File: config.mk
export PLATFORM = sky130hd
export DESIGN_NAME = multicycle_adder
export DESIGN_NICKNAME = d
export VERILOG_FILES = /design/src/rtl/adder_pkg.sv /design/src/rtl/chunk_adder.sv /design/src/rtl/half_adder.sv /design/src/rtl/multicycle_adder.sv
export SDC_FILE = /design/constraint.sdc
export NUM_CORES = 1
export LEC_CHECK = 0
export ABC_CLOCK_PERIOD_IN_PS = 5700
export CORE_ASPECT_RATIO = 1.2
export CORE_MARGIN = 2
export CORE_UTILIZATION = 25
export CTS_CLUSTER_DIAMETER = 30
export DETAILED_ROUTE_END_ITERATION = 8
export PLACE_DENSITY = 0.48
export SLEW_MARGIN = 30
export SYNTH_ARGS = -nofsm -noshare
export SYNTH_HDL_FRONTEND = slang
export SYNTH_HIERARCHICAL = 1
export SYNTH_SLANG_ARGS = --single-unit
File: constraint.sdc
create_clock -name clk -period 5.7 [get_ports clk]
set_input_delay 1.14 -clock clk [delete_from_list [all_inputs] [get_ports clk]]
set_output_delay 1.14 -clock clk [all_outputs]
set_load 0.02 [all_outputs]
File: src/rtl/adder_pkg.sv
// Shared definitions for the multicycle adder: FSM state codes and a sizing helper.
// Latency: n/a (package only).
// Backpressure: n/a (package only).
package adder_pkg;

    // FSM state encodings
    localparam logic [1:0] ST_IDLE = 2'd0;
    localparam logic [1:0] ST_RUN  = 2'd1;
    localparam logic [1:0] ST_DONE = 2'd2;

    // Ceiling log2, used to size the chunk index counter.
    function automatic int clog2(input int value);
        int r;
        r = 0;
        while ((1 << r) < value) begin
            r = r + 1;
        end
        return r;
    endfunction

endpackage

File: src/rtl/chunk_adder.sv
// CHUNK-bit ripple-carry adder built from full adders (two half adders plus an OR each).
// Latency: combinational.
// Backpressure: none.
// Ports: x, y - chunk operands; ci - carry in; s - chunk sum; co - carry out of the chunk;
//        c_msb - carry into the chunk's top bit (used for signed overflow on the last chunk).
module chunk_adder #(
    parameter int CHUNK = 2
) (
    input  logic [CHUNK-1:0] x,
    input  logic [CHUNK-1:0] y,
    input  logic             ci,
    output logic [CHUNK-1:0] s,
    output logic             co,
    output logic             c_msb
);

    // c[i] is the carry into bit i; c[CHUNK] is the carry out.
    logic [CHUNK:0] c;

    assign c[0] = ci;

    for (genvar i = 0; i < CHUNK; i++) begin : g_bit
        logic s1;
        logic c1;
        logic c2;

        half_adder u_ha0 (
            .x (x[i]),
            .y (y[i]),
            .s (s1),
            .c (c1)
        );

        half_adder u_ha1 (
            .x (s1),
            .y (c[i]),
            .s (s[i]),
            .c (c2)
        );

        assign c[i+1] = c1 | c2;
    end

    assign co    = c[CHUNK];
    assign c_msb = c[CHUNK-1];

endmodule

File: src/rtl/half_adder.sv
// Single-bit half adder.
// Latency: combinational.
// Backpressure: none.
// Ports: x, y - addend bits; s - sum bit; c - carry bit.
module half_adder (
    input  logic x,
    input  logic y,
    output logic s,
    output logic c
);

    assign s = x ^ y;
    assign c = x & y;

endmodule

File: src/rtl/multicycle_adder.sv
// Sequential WIDTH-bit add/subtract, CHUNK bits per clock with the carry held in a register.
// Latency: accepted on edge k, out_valid rises after edge k+WIDTH/CHUNK.
// Backpressure: one operation in flight; in_ready only in IDLE, result held until out_ready.
// Ports: clk/rst (sync, active-high); in_valid/in_ready + a, b, cin, sub (operation in);
//        out_valid/out_ready + sum, cout, ovf (result out).
module multicycle_adder #(
    parameter int WIDTH = 8,
    parameter int CHUNK = 2
) (
    input  logic             clk,
    input  logic             rst,
    input  logic             in_valid,
    output logic             in_ready,
    input  logic [WIDTH-1:0] a,
    input  logic [WIDTH-1:0] b,
    input  logic             cin,
    input  logic             sub,
    output logic             out_valid,
    input  logic             out_ready,
    output logic [WIDTH-1:0] sum,
    output logic             cout,
    output logic             ovf
);

    import adder_pkg::*;

    localparam int NCHUNK = (CHUNK < 1) ? 1 : (WIDTH / CHUNK);
    localparam int IDX_W  = (NCHUNK > 1) ? clog2(NCHUNK) : 1;
    localparam logic [IDX_W-1:0] LAST_IDX   = IDX_W'(NCHUNK - 1);
    localparam logic [WIDTH-1:0] CHUNK_MASK = WIDTH'({CHUNK{1'b1}});

    if (CHUNK < 1) begin : g_bad_chunk
        $error("multicycle_adder: CHUNK must be >= 1");
    end else if ((WIDTH % CHUNK) != 0) begin : g_bad_width
        $error("multicycle_adder: WIDTH must be a multiple of CHUNK");
    end

    logic [1:0]       state_q, state_d;
    logic [IDX_W-1:0] idx_q,   idx_d;
    logic             carry_q, carry_d;
    logic [WIDTH-1:0] a_q,     a_d;
    logic [WIDTH-1:0] b_q,     b_d;
    logic [WIDTH-1:0] sum_q,   sum_d;
    logic             cout_q,  cout_d;
    logic             ovf_q,   ovf_d;

    // Current chunk slice and its add result
    logic [31:0]      base;
    logic [CHUNK-1:0] x_c;
    logic [CHUNK-1:0] y_c;
    logic [CHUNK-1:0] s_c;
    logic             co_c;
    logic             cmsb_c;

    // Shifts rather than indexed part-selects keep the slice logic width-clean for any WIDTH/CHUNK.
    always_comb begin
        base = 32'(idx_q) * 32'(CHUNK);
        x_c  = CHUNK'(a_q >> base);
        y_c  = CHUNK'(b_q >> base);
    end

    chunk_adder #(
        .CHUNK (CHUNK)
    ) u_chunk_adder (
        .x     (x_c),
        .y     (y_c),
        .ci    (carry_q),
        .s     (s_c),
        .co    (co_c),
        .c_msb (cmsb_c)
    );

    always_comb begin
        state_d = state_q;
        idx_d   = idx_q;
        carry_d = carry_q;
        a_d     = a_q;
        b_d     = b_q;
        sum_d   = sum_q;
        cout_d  = cout_q;
        ovf_d   = ovf_q;

        case (state_q)
            ST_IDLE: begin
                if (in_valid) begin
                    // Subtraction is a + ~b + 1, so b is stored pre-inverted.
                    a_d     = a;
                    b_d     = b ^ {WIDTH{sub}};
                    carry_d = sub ? 1'b1 : cin;
                    idx_d   = '0;
                    state_d = ST_RUN;
                end
            end
            ST_RUN: begin
                sum_d   = (sum_q & ~(CHUNK_MASK << base)) | (WIDTH'(s_c) << base);
                carry_d = co_c;
                idx_d   = idx_q + IDX_W'(1);
                if (idx_q == LAST_IDX) begin
                    cout_d  = co_c;
                    ovf_d   = co_c ^ cmsb_c;
                    idx_d   = '0;
                    state_d = ST_DONE;
                end
            end
            ST_DONE: begin
                if (out_ready) begin
                    state_d = ST_IDLE;
                end
            end
            default: begin
                state_d = ST_IDLE;
            end
        endcase
    end

    always_ff @(posedge clk) begin
        if (rst) begin
            state_q <= ST_IDLE;
            idx_q   <= '0;
            carry_q <= 1'b0;
            a_q     <= '0;
            b_q     <= '0;
            sum_q   <= '0;
            cout_q  <= 1'b0;
            ovf_q   <= 1'b0;
        end else begin
            state_q <= state_d;
            idx_q   <= idx_d;
            carry_q <= carry_d;
            a_q     <= a_d;
            b_q     <= b_d;
            sum_q   <= sum_d;
            cout_q  <= cout_d;
            ovf_q   <= ovf_d;
        end
    end

    assign in_ready  = (state_q == ST_IDLE);
    assign out_valid = (state_q == ST_DONE);
    assign sum       = sum_q;
    assign cout      = cout_q;
    assign ovf       = ovf_q;

endmodule

==> impl_results.md, run 1 <==
* Routed WL at 3305 um
* Hold Buf Count CTS at 0
* Slew Viols, Final at 0
* FMAX at 338.8 MHz
* Vias post-DR at 1192
* Post-cts repair resize count at 0
* Area of the multi-input gates at 815.8 sq um
* Ys async rst share at 0%
* Crit. End Element: flop
* Site Rows at 31
* Number of synthesized flops with an enable pin at 0
* Cell taking the most area after synthesis: dfxtp_1
* Vias in the first global route at 1166
* DRC at 0
* First-pass iteration count of the detailed router at 4
* Synthesized area per cell at 9.614 sq um
* Total Routing Usage GR at 10.85%
* CTS buffer count at 5
* CTS root buf: clkbuf_8
* Crit start category: flop
* CTS tree: yes
* Setup TNS at 0 ps
* First-iteration detailed-routing DRC count at 61
* Clock sink count at 31
* Largest net degree at the start of global routing at 33
* Yosys top cell area share at 40.86%
* Initial Util at 25.43%
* First-pass GRT wire length at 5485 um
* Worst Reg-to-Reg Cells at 9
* Die width at 75.16 um
* Non-Filler Instances at 272
* Final period util at 51.79%
* Post-CTS setup buffer count at 0
* Post-Synthesis Cells at 158
* Die H at 89.39 um
* DP HPWL at 2382 um
* Final ANT Viol Nets at 0
* P per Cell Area at 244.2 nW/um^2
* Synth top cells by count: dfxtp_1 (31), nor2_1 (20), nand2_1 (19)
* Buf+Inv Stages, Crit Path at 0
* Slowest Stage Delay on Critical Path at 700 ps
* Final setup viols at 0
* Antenna cells at 0
* Pin slew with the least headroom to its limit at 598.1 ps
* Nets at 219
* Worst Path Max Fanout at 13
* Sequential share of the synthesized area at 40.86%
* Area grow syn2layout at 30.89%
* Placed insts at 263
* Via/cell ratio at 4.382
* Final Skew at 3.052 ps
* Most common cell on crit path: ha_1
* Longest Clk Path Bufs at 2
* Clk_lat worst skew at 280 ps
* Synth Warn # at 6
* H-tree levels at 2
* Max-cap check violation count at 0
* WP data required at 5870 ps
* Boundary pin count at 34
* Post-synth cell types at 33
* Count leader, synth: dfxtp_1
* Status: complete, no violations
* Max transition margin at 60.07%
* IO buf count at 33
* Tmin final at 2952 ps
* Die Area at 6718 sq um
* Crit-path cells: mux4_2, ha_1, ha_1, or2_1, ha_1, or2_1, nand2_1, o21ai_0, a32o_1
* Fillers at 674
* Routed length per instance at 12.15 um
* Clk slew on worst S/H paths at 60 ps
* RSZ-0062 raised after global routing: false
* Initial antenna violation count at 0
* Routability cong. at 0.7291
* Worst EP arrival at 3120 ps
* Top cells by area, synth: dfxtp_1 (41%), ha_1 (6.6%), mux4_2 (5.9%), nor2_1 (4.9%), nand2_1 (4.7%)
* VDD IR-drop max at 0.0001019 V
* Cell depth of the worst setup path at 9
* Synth Net Count at 188
* Post-synthesis cell area at 1519 sq um
* Layout cells sized above 1 at 10.53%
* FF/Latch Area at 620.6 sq um
* Critical-path top delay cell: dfxtp_1
* Count of final hold-check violations at 0
* Delay-heaviest family, CP: flip-flops
* Core outline area at 5973 sq um
* Crit path kind: reg -> reg
* Grt total ovfl at 0
* Seq cells post-synth at 31
* Min-Delay Path Depth at 2
* Leakage at 0.7245 nW
* Worst min path class: reg -> reg
* Top FF cell, synth: dfxtp_1
flip-flops by register name, summed over array words and instances, names as in the netlist:
| signal | cells |
|---|---|
| a_q | 8 |
| b_q | 8 |
| sum | 8 |
| idx_q | 2 |
| state_q | 2 |
| carry_q | 1 |
| cout | 1 |
| ovf | 1 |
where the power goes:
| part | internal, mW | switching [mW] | total [mW] | leakage (nW) |
|---|---|---|---|---|
| Combinational | 0.0451 | 0.0379 | 0.0830 | 0.429 |
| Sequential | 0.229 | 0.0113 | 0.240 | 0.254 |
| Clock | 0.0855 | 0.0772 | 0.163 | 0.0422 |
placed cells by master, fill, tap and decap left out, types with 5 or more instances in the layout:
master	instances
ha_1	8
nor2_1	20
clkbuf_8	5
a21oi_1	12
dfxtp_1	31
nand2_1	19
xnor2_1	8
clkdlybuf4s50_1	33
worst reg2reg max path, stage by stage, from the launching register on:
cell and delay, ps:
dfxtp_1 700, mux4_2 590, ha_1 310, ha_1 170
or2_1 250, ha_1 200, or2_1 270, nand2_1 80
o21ai_0 80, a32o_1 210
through the flow:
stage               total power, mW  worst slack [ps]  cell area, sq um  utilization, %  hold WS (ps)
finish                       0.4855              2748              1988           33.28         455.7
global route                 0.5145              2591              1988           33.28         475.4
CTS                          0.4914              2738              1973           33.03         459.6
detailed placement           0.3267              2741              1892           31.67         450.9
global placement             0.3268              2765              1892           31.67         449.4
floorplan                    0.2971              3011              1519               -         433.1
path summary, 6_finish.rpt:
check	startpoint	to	slack [ps]
setup / recovery	idx_q[0]	carry_q	2750
hold / removal	sum[6]	sum[6]	460
hold reg to reg	sum[6]	sum[6]	460
setup reg to reg	idx_q[0]	carry_q	2750
layer usage:
metal  vias up  routed length (um)  share of wire [%]  GRT usage [%]
li1        611                   -                  -              -
met1       554                1410                 43          12.37
met2        24                1729                 52          19.06
met3         3                 134                4.1          2.931
met4         0                  30               0.91          4.306
met5         -                   0                  0              0
logic make-up (layout without fill, tap and decap cells):
group,count (synthesis),after routing,share of synthesized area [%]
and+or+nand+nor,57,57,19.36
AOI/OAI and AO/OA,32,32,15.32
DFF,31,31,40.86
buffers and inverters,15,47,5.435
xor gates and xnor gates,9,9,5.190
adders and majority gates,8,8,6.590
muxes,6,6,7.249
layout make-up:
type                       count  area share [%]
timing repair buffer          35           17.75
clock buffer                   7           3.839
clock inverter                 1          0.2517
sequential                    31           31.21
multi-input combinational    112           41.03
inverter                       4          0.7552
tap                           82           5.160
Power figures use the tool's default switching activity.
==> inputs of run 2 (changes only) <==
--- a/config.mk
+++ b/config.mk
@@ -5,13 +5,13 @@
 export SDC_FILE = /design/constraint.sdc
 export NUM_CORES = 1
 export LEC_CHECK = 0
-export ABC_CLOCK_PERIOD_IN_PS = 5700
+export ABC_CLOCK_PERIOD_IN_PS = 2400
 export CORE_ASPECT_RATIO = 1.2
 export CORE_MARGIN = 2
 export CORE_UTILIZATION = 25
 export CTS_CLUSTER_DIAMETER = 30
 export DETAILED_ROUTE_END_ITERATION = 8
-export PLACE_DENSITY = 0.48
+export PLACE_DENSITY = 0.5
 export SLEW_MARGIN = 30
 export SYNTH_ARGS = -nofsm -noshare
 export SYNTH_HDL_FRONTEND = slang
==> constraint.sdc (replaced) <==
create_clock -name clk -period 2.4 [get_ports clk]
set_input_delay 0.48 -clock clk [delete_from_list [all_inputs] [get_ports clk]]
set_output_delay 0.48 -clock clk [all_outputs]
set_load 0.02 [all_outputs]
==> run 2 against run 1 <==
  * Clock skew up 1.1 ps
  * Utilization up 1.8 points
  * Clock-buffer cell count unchanged
  * Critical path type unchanged
  * Critical endpoint unchanged
  * Largest power group unchanged
  * Highest routed layer unchanged
==> impl_results.md, run 2 (synthesis results as in run 1) <==
* Final Skew at 4.156 ps (was 3.052 ps)
* FF/Latch Area at 624.3 sq um (was 620.6 sq um)
* Layout cells sized above 1 at 18.09% (was 10.53%)
* Hold Buf Count CTS at 0 (unchanged)
* VDD IR-drop max at 0.0002654 V (was 0.0001019 V)
* CTS buffer count at 5 (unchanged)
* Worst EP arrival at 2530 ps (was 3120 ps)
* Crit start category: flop (unchanged)
* Grt total ovfl at 0 (unchanged)
* Commonest non-fill, non-tap cell in the layout: clkdlybuf4s50_1 (unchanged)
* Routed length per instance at 12.18 um (was 12.15 um)
* Vias in the first global route at 1219 (was 1166)
* Die H at 89.39 um (unchanged)
* Final instance area at 2097 sq um (was 1988 sq um)
* Area of the multi-input gates at 860.8 sq um (was 815.8 sq um)
* M3 GR Usage at 4.059% (was 2.931%)
* WP data required at 2570 ps (was 5870 ps)
* GR Util met1 at 13.31% (was 12.37%)
* Max-cap check violation count at 0 (unchanged)
* Nets at 228 (was 219)
* Clk_lat worst skew at 280 ps (about the same)
* Most common cell on crit path: ha_4 (was ha_1)
* Total Routing Usage GR at 11.81% (was 10.85%)
* Final period util at 98.38% (was 51.79%)
* Hold_sp: a_q[4] (was sum[6])
* Tmin final at 2361 ps (was 2952 ps)
* Post-Route Utilization at 35.11% (was 33.28%)
* CTS tree: yes (unchanged)
* H-tree levels at 2 (unchanged)
* Worst min path class: reg -> reg (unchanged)
* Area post-placement at 1978 sq um (was 1892 sq um)
* Slew Viols, Final at 0 (unchanged)
* Worst Path Max Fanout at 4 (was 13)
* Crit. End Element: flop (unchanged)
* Routability cong. at 0.6967 (was 0.7291)
* Leakage at 0.7644 nW (was 0.7245 nW)
* Final setup viols at 0 (unchanged)
* FMAX at 423.5 MHz (was 338.8 MHz)
* Slowest Stage Delay on Critical Path at 540 ps (was 700 ps)
* Critical-path top delay cell: mux4_2 (was dfxtp_1)
* R2R Path Start: idx_q[0] (unchanged)
* Crit path kind: reg -> reg (unchanged)
* GRT Max-Usage Layer: met2 (unchanged)
* Site Rows at 31 (unchanged)
* Final Total Pwr at 1.193 mW (was 0.4855 mW)
* Initial antenna violation count at 0 (unchanged)
* Status: complete, no violations (unchanged)
* Vias post-DR at 1218 (was 1192)
* Area grow syn2layout at 38.06% (was 30.89%)
* DP HPWL at 2594 um (was 2382 um)
* P per Cell Area at 569.0 nW/um^2 (was 244.2 nW/um^2)
* Met2 usage at 20.02% (was 19.06%)
* Critical Path Source: idx_q[0] (unchanged)
* RSZ-0062 raised after global routing: true (was false)
* Clock sink count at 31 (unchanged)
* Die width at 75.16 um (unchanged)
* First-pass GRT wire length at 5899 um (was 5485 um)
* Commonest non-fill, non-tap cells in the layout: clkdlybuf4s50_1 (33), dfxtp_1 (30), nor2_1 (20) (was clkdlybuf4s50_1 (33), dfxtp_1 (31), nor2_1 (20))
* Final ANT Viol Nets at 0 (unchanged)
* Die Area at 6718 sq um (unchanged)
* CTS root buf: clkbuf_8 (unchanged)
* Core outline area at 5973 sq um (unchanged)
* Max transition margin at 75.35% (was 60.07%)
* Fillers at 642 (was 674)
* DRC at 0 (unchanged)
* Antenna cells at 0 (unchanged)
* Initial Util at 25.43% (unchanged)
* Crit-path cells: mux4_2, ha_4, ha_4, or2_4, ha_4, or2_4, nand2_1, o21ai_1, a32o_1 (was mux4_2, ha_1, ha_1, or2_1, ha_1, or2_1, nand2_1, o21ai_0, a32o_1)
* Routed WL at 3422 um (was 3305 um)
* Via/cell ratio at 4.335 (was 4.382)
* Count of final hold-check violations at 0 (unchanged)
* First-iteration detailed-routing DRC count at 37 (was 61)
* Buf+Inv Stages, Crit Path at 0 (unchanged)
* Clk slew on worst S/H paths at 60 ps (about the same)
* First-pass iteration count of the detailed router at 4 (unchanged)
* Longest Clk Path Bufs at 2 (unchanged)
* Pin slew with the least headroom to its limit at 368.1 ps (was 598.1 ps)
* Boundary pin count at 34 (unchanged)
* Delay-heaviest family, CP: adder cells (was flip-flops)
* Largest net degree at the start of global routing at 25 (was 33)
* IO buf count at 33 (unchanged)
run 2: cell types whose count changed in the layout (fill, tap and decap cells not counted), sizes merged:
cell,previous run,this run
buf,2,11
run 2: stage by stage:
stage	worst slack [ps]	hold slack, ps	setup TNS (ps)	instances
2_1_floorplan	-44.84	433.1	-86.58	158
6_report	38.96	452.6	0	281
3_5_place_dp	-19.70	448.3	-27.11	272
4_1_cts	5.713	457.2	0	280
3_3_place_gp	36.35	442.5	0	272
5_1_grt	-21.43	480.6	-24.06	281
run 2: cell type report:
class                           instances  area share [%]
Sequential cell                        31           29.77
Inverter                                4          0.7160
Clock inverter                          1          0.2387
Clock buffer                            7           3.640
Tap cell                               82           4.893
Timing Repair Buffer                   44           19.69
Multi-Input combinational cell        112           41.05
run 2: worst paths after layout:
check | endpoint | slack, ps | cells after the start
worst min register to register | a_q[4] | 450 | 2
worst min-delay path | a_q[4] | 450 | 2
worst max register to register | carry_q | 40 | 9
worst max-delay path | carry_q | 40 | 9
run 2: power by group:
group	leakage (nW)	switching [mW]	internal (mW)	total [mW]
combinational	0.468	0.110	0.130	0.239
clock	0.0422	0.191	0.203	0.394
sequential	0.254	0.0172	0.542	0.560
run 2: what timing repair did:
action | CTS | global route
endpoints found under the setup margin | 2 | 4
gates resized for setup | 1 | 5
pin swaps | 0 | 2
buffers inserted | 0 | 1
run 2: routing by layer:
metal	vias to the layer above	share of wire, %
met2	24	50
met1	555	43
met5	-	0
li1	634	-
met3	5	4.9
met4	0	2.0
run 2: tightest hold or removal path, cell delays in order (launching register included):
cell and delay [ps]:
dfxtp_1 310, nand2_1 50, a21oi_1 50
==> inputs of run 3 (changes only) <==
--- a/config.mk
+++ b/config.mk
@@ -12,6 +12,7 @@
 export CTS_CLUSTER_DIAMETER = 30
 export DETAILED_ROUTE_END_ITERATION = 8
 export PLACE_DENSITY = 0.5
+export SETUP_SLACK_MARGIN = 0.4
 export SLEW_MARGIN = 30
 export SYNTH_ARGS = -nofsm -noshare
 export SYNTH_HDL_FRONTEND = slang
==> run 3 against run 2 <==
  * Sequential share of layout area is 0.31 points lower
  * Maximum frequency down 0.52%
  * Critical path depth unchanged
  * Total power increased by 2.6%
  * Setup slack lost 12 ps
  * Critical path type unchanged
  * Highest routed layer unchanged
==> impl_results.md, run 3 (synthesis results as in run 1) <==
* First-pass GRT wire length at 5754 um (was 5899 um)
* Crit path kind: reg -> reg (unchanged)
* Clk_lat worst skew at 280 ps (about the same)
* Final Total Pwr at 1.224 mW (was 1.193 mW)
* Area grow syn2layout at 39.79% (was 38.06%)
* Min-Delay Path Depth at 2 (unchanged)
* Final setup viols at 0 (unchanged)
* Initial antenna violation count at 0 (unchanged)
* Fillers at 646 (was 642)
* Non-Filler Instances at 278 (was 281)
* Final ANT Viol Nets at 0 (unchanged)
* Clk slew on worst S/H paths at 70 ps (was 60 ps)
* Die Area at 6718 sq um (unchanged)
* RSZ-0062 raised after global routing: true (unchanged)
* Final Skew at 5.382 ps (was 4.156 ps)
* Nets at 225 (was 228)
* Crit start category: flop (unchanged)
* Clock sink count at 31 (unchanged)
* Worst Reg-to-Reg Cells at 9 (unchanged)
* Total Routing Usage GR at 11.43% (was 11.81%)
* Die width at 75.16 um (unchanged)
* Routed WL at 3431 um (was 3422 um)
* Initial Util at 25.43% (unchanged)
* Worst Path Max Fanout at 4 (unchanged)
* Max-cap check violation count at 0 (unchanged)
* IO buf count at 33 (unchanged)
* Routability cong. at 0.7221 (was 0.6967)
* Crit. End Element: flop (unchanged)
* Grt total ovfl at 0 (unchanged)
* Commonest non-fill, non-tap cells in the layout: clkdlybuf4s50_1 (31), dfxtp_1 (29), nor2_1 (20) (was clkdlybuf4s50_1 (33), dfxtp_1 (30), nor2_1 (20))
* Slew Viols, Final at 0 (unchanged)
* Tmin final at 2373 ps (was 2361 ps)
* Worst EP arrival at 2550 ps (was 2530 ps)
* DP HPWL at 2529 um (was 2594 um)
* CTS tree: yes (unchanged)
* Longest Clk Path Bufs at 2 (unchanged)
* FMAX at 421.3 MHz (was 423.5 MHz)
* Vias post-DR at 1230 (was 1218)
* Worst min path class: reg -> reg (unchanged)
* Leakage at 0.7837 nW (was 0.7644 nW)
* Die H at 89.39 um (unchanged)
* Core outline area at 5973 sq um (unchanged)
* Pin slew with the least headroom to its limit at 474.9 ps (was 368.1 ps)
* VDD IR-drop max at 0.0002059 V (was 0.0002654 V)
* First-iteration detailed-routing DRC count at 53 (was 37)
* P per Cell Area at 576.4 nW/um^2 (was 569.0 nW/um^2)
* Hold Buf Count CTS at 0 (unchanged)
* Layout cells sized above 1 at 21.43% (was 18.09%)
* Max transition margin at 68.24% (was 75.35%)
* Vias in the first global route at 1209 (was 1219)
* Placed insts at 269 (was 272)
* Count of final hold-check violations at 0 (unchanged)
* WP data required at 2580 ps (was 2570 ps)
* Antenna cells at 0 (unchanged)
* Status: complete, no violations (unchanged)
* Via/cell ratio at 4.424 (was 4.335)
* Setup TNS at 0 ps (unchanged)
* CTS root buf: clkbuf_8 (unchanged)
* Final period util at 98.89% (was 98.38%)
* Post-Route Utilization at 35.55% (was 35.11%)
* Site Rows at 31 (unchanged)
* CTS buffer count at 5 (unchanged)
* Routed length per instance at 12.34 um (was 12.18 um)
* First-pass iteration count of the detailed router at 4 (unchanged)
* H-tree levels at 2 (unchanged)
* Largest net degree at the start of global routing at 25 (unchanged)
* Commonest non-fill, non-tap cell in the layout: clkdlybuf4s50_1 (unchanged)
* DRC at 0 (unchanged)
* Area post-placement at 1988 sq um (was 1978 sq um)
* Final instance area at 2123 sq um (was 2097 sq um)
* Boundary pin count at 34 (unchanged)
==> run 3: changes by cell type in the layout (fill, tap and decap cells not counted), moves of 2 or more <==
| cell | delta |
|---|---|
| buf_4 | -3 |
| clkinv_4 | +2 |
| clkdlybuf4s50_1 | -2 |
| clkbuf_1 | -2 |
| dlymetal6s2s_1 | +2 |
==> run 3: worst paths after layout <==
check	start	endpoint	slack (ps)
hold / removal	a_q[6]	a_q[6]	460
setup / recovery	idx_q[0]	carry_q	30
hold reg to reg	a_q[6]	a_q[6]	460
setup reg to reg	idx_q[0]	carry_q	30
==> run 3: per-layer routing <==
metal	vias to the layer above	share of wire, %	wire (um)	GRT usage [%]
li1	623	-	-	-
met1	577	47	1624	14.56
met2	24	47	1607	17.94
met3	6	3.6	125	3.382
met4	0	2.1	73	4.785
met5	-	0	0	0
==> run 3: stage by stage <==
stage	setup WS, ps	hold WS, ps
2_1_floorplan	-27.66	433.1
3_3_place_gp	29.36	443.2
3_5_place_dp	-0.7727	449.3
4_1_cts	19.01	460.3
5_1_grt	-58.92	483.4
6_report	26.67	456.1
==> run 3: layout make-up <==
type / instances / area, sq um / area share (%)
Clock buffer: 5 / 68.82 / 3.241
Clock inverter: 3 / 25.02 / 1.179
Inverter: 4 / 15.01 / 0.7071
Multi-Input combinational cell: 112 / 890.9 / 41.96
Sequential cell: 31 / 625.6 / 29.46
Tap cell: 82 / 102.6 / 4.832
Timing Repair Buffer: 41 / 395.4 / 18.62
==> run 3: critical path, cell delays in order (launching register included) <==
cell	delay (ps)
dfxtp_4	380
mux4_2	540
ha_4	260
ha_4	140
or2_4	230
ha_4	150
or2_4	240
nand2_2	60
o21ai_2	50
a32o_1	210
==> run 3: timing repair <==
item / in CTS / in global routing
buffers inserted: 1 / 0
pin swaps: 2 / 4
endpoints found under the hold margin: 0 / 0
endpoints found under the setup margin: 9 / 11
gates resized for setup: 3 / 7
cloned: 0 / 0
==> run 3: power breakdown <==
group          total (mW)  internal [mW]  switching [mW]
clock network       0.417          0.207           0.210
registers           0.566          0.542          0.0233
logic               0.241          0.133           0.108
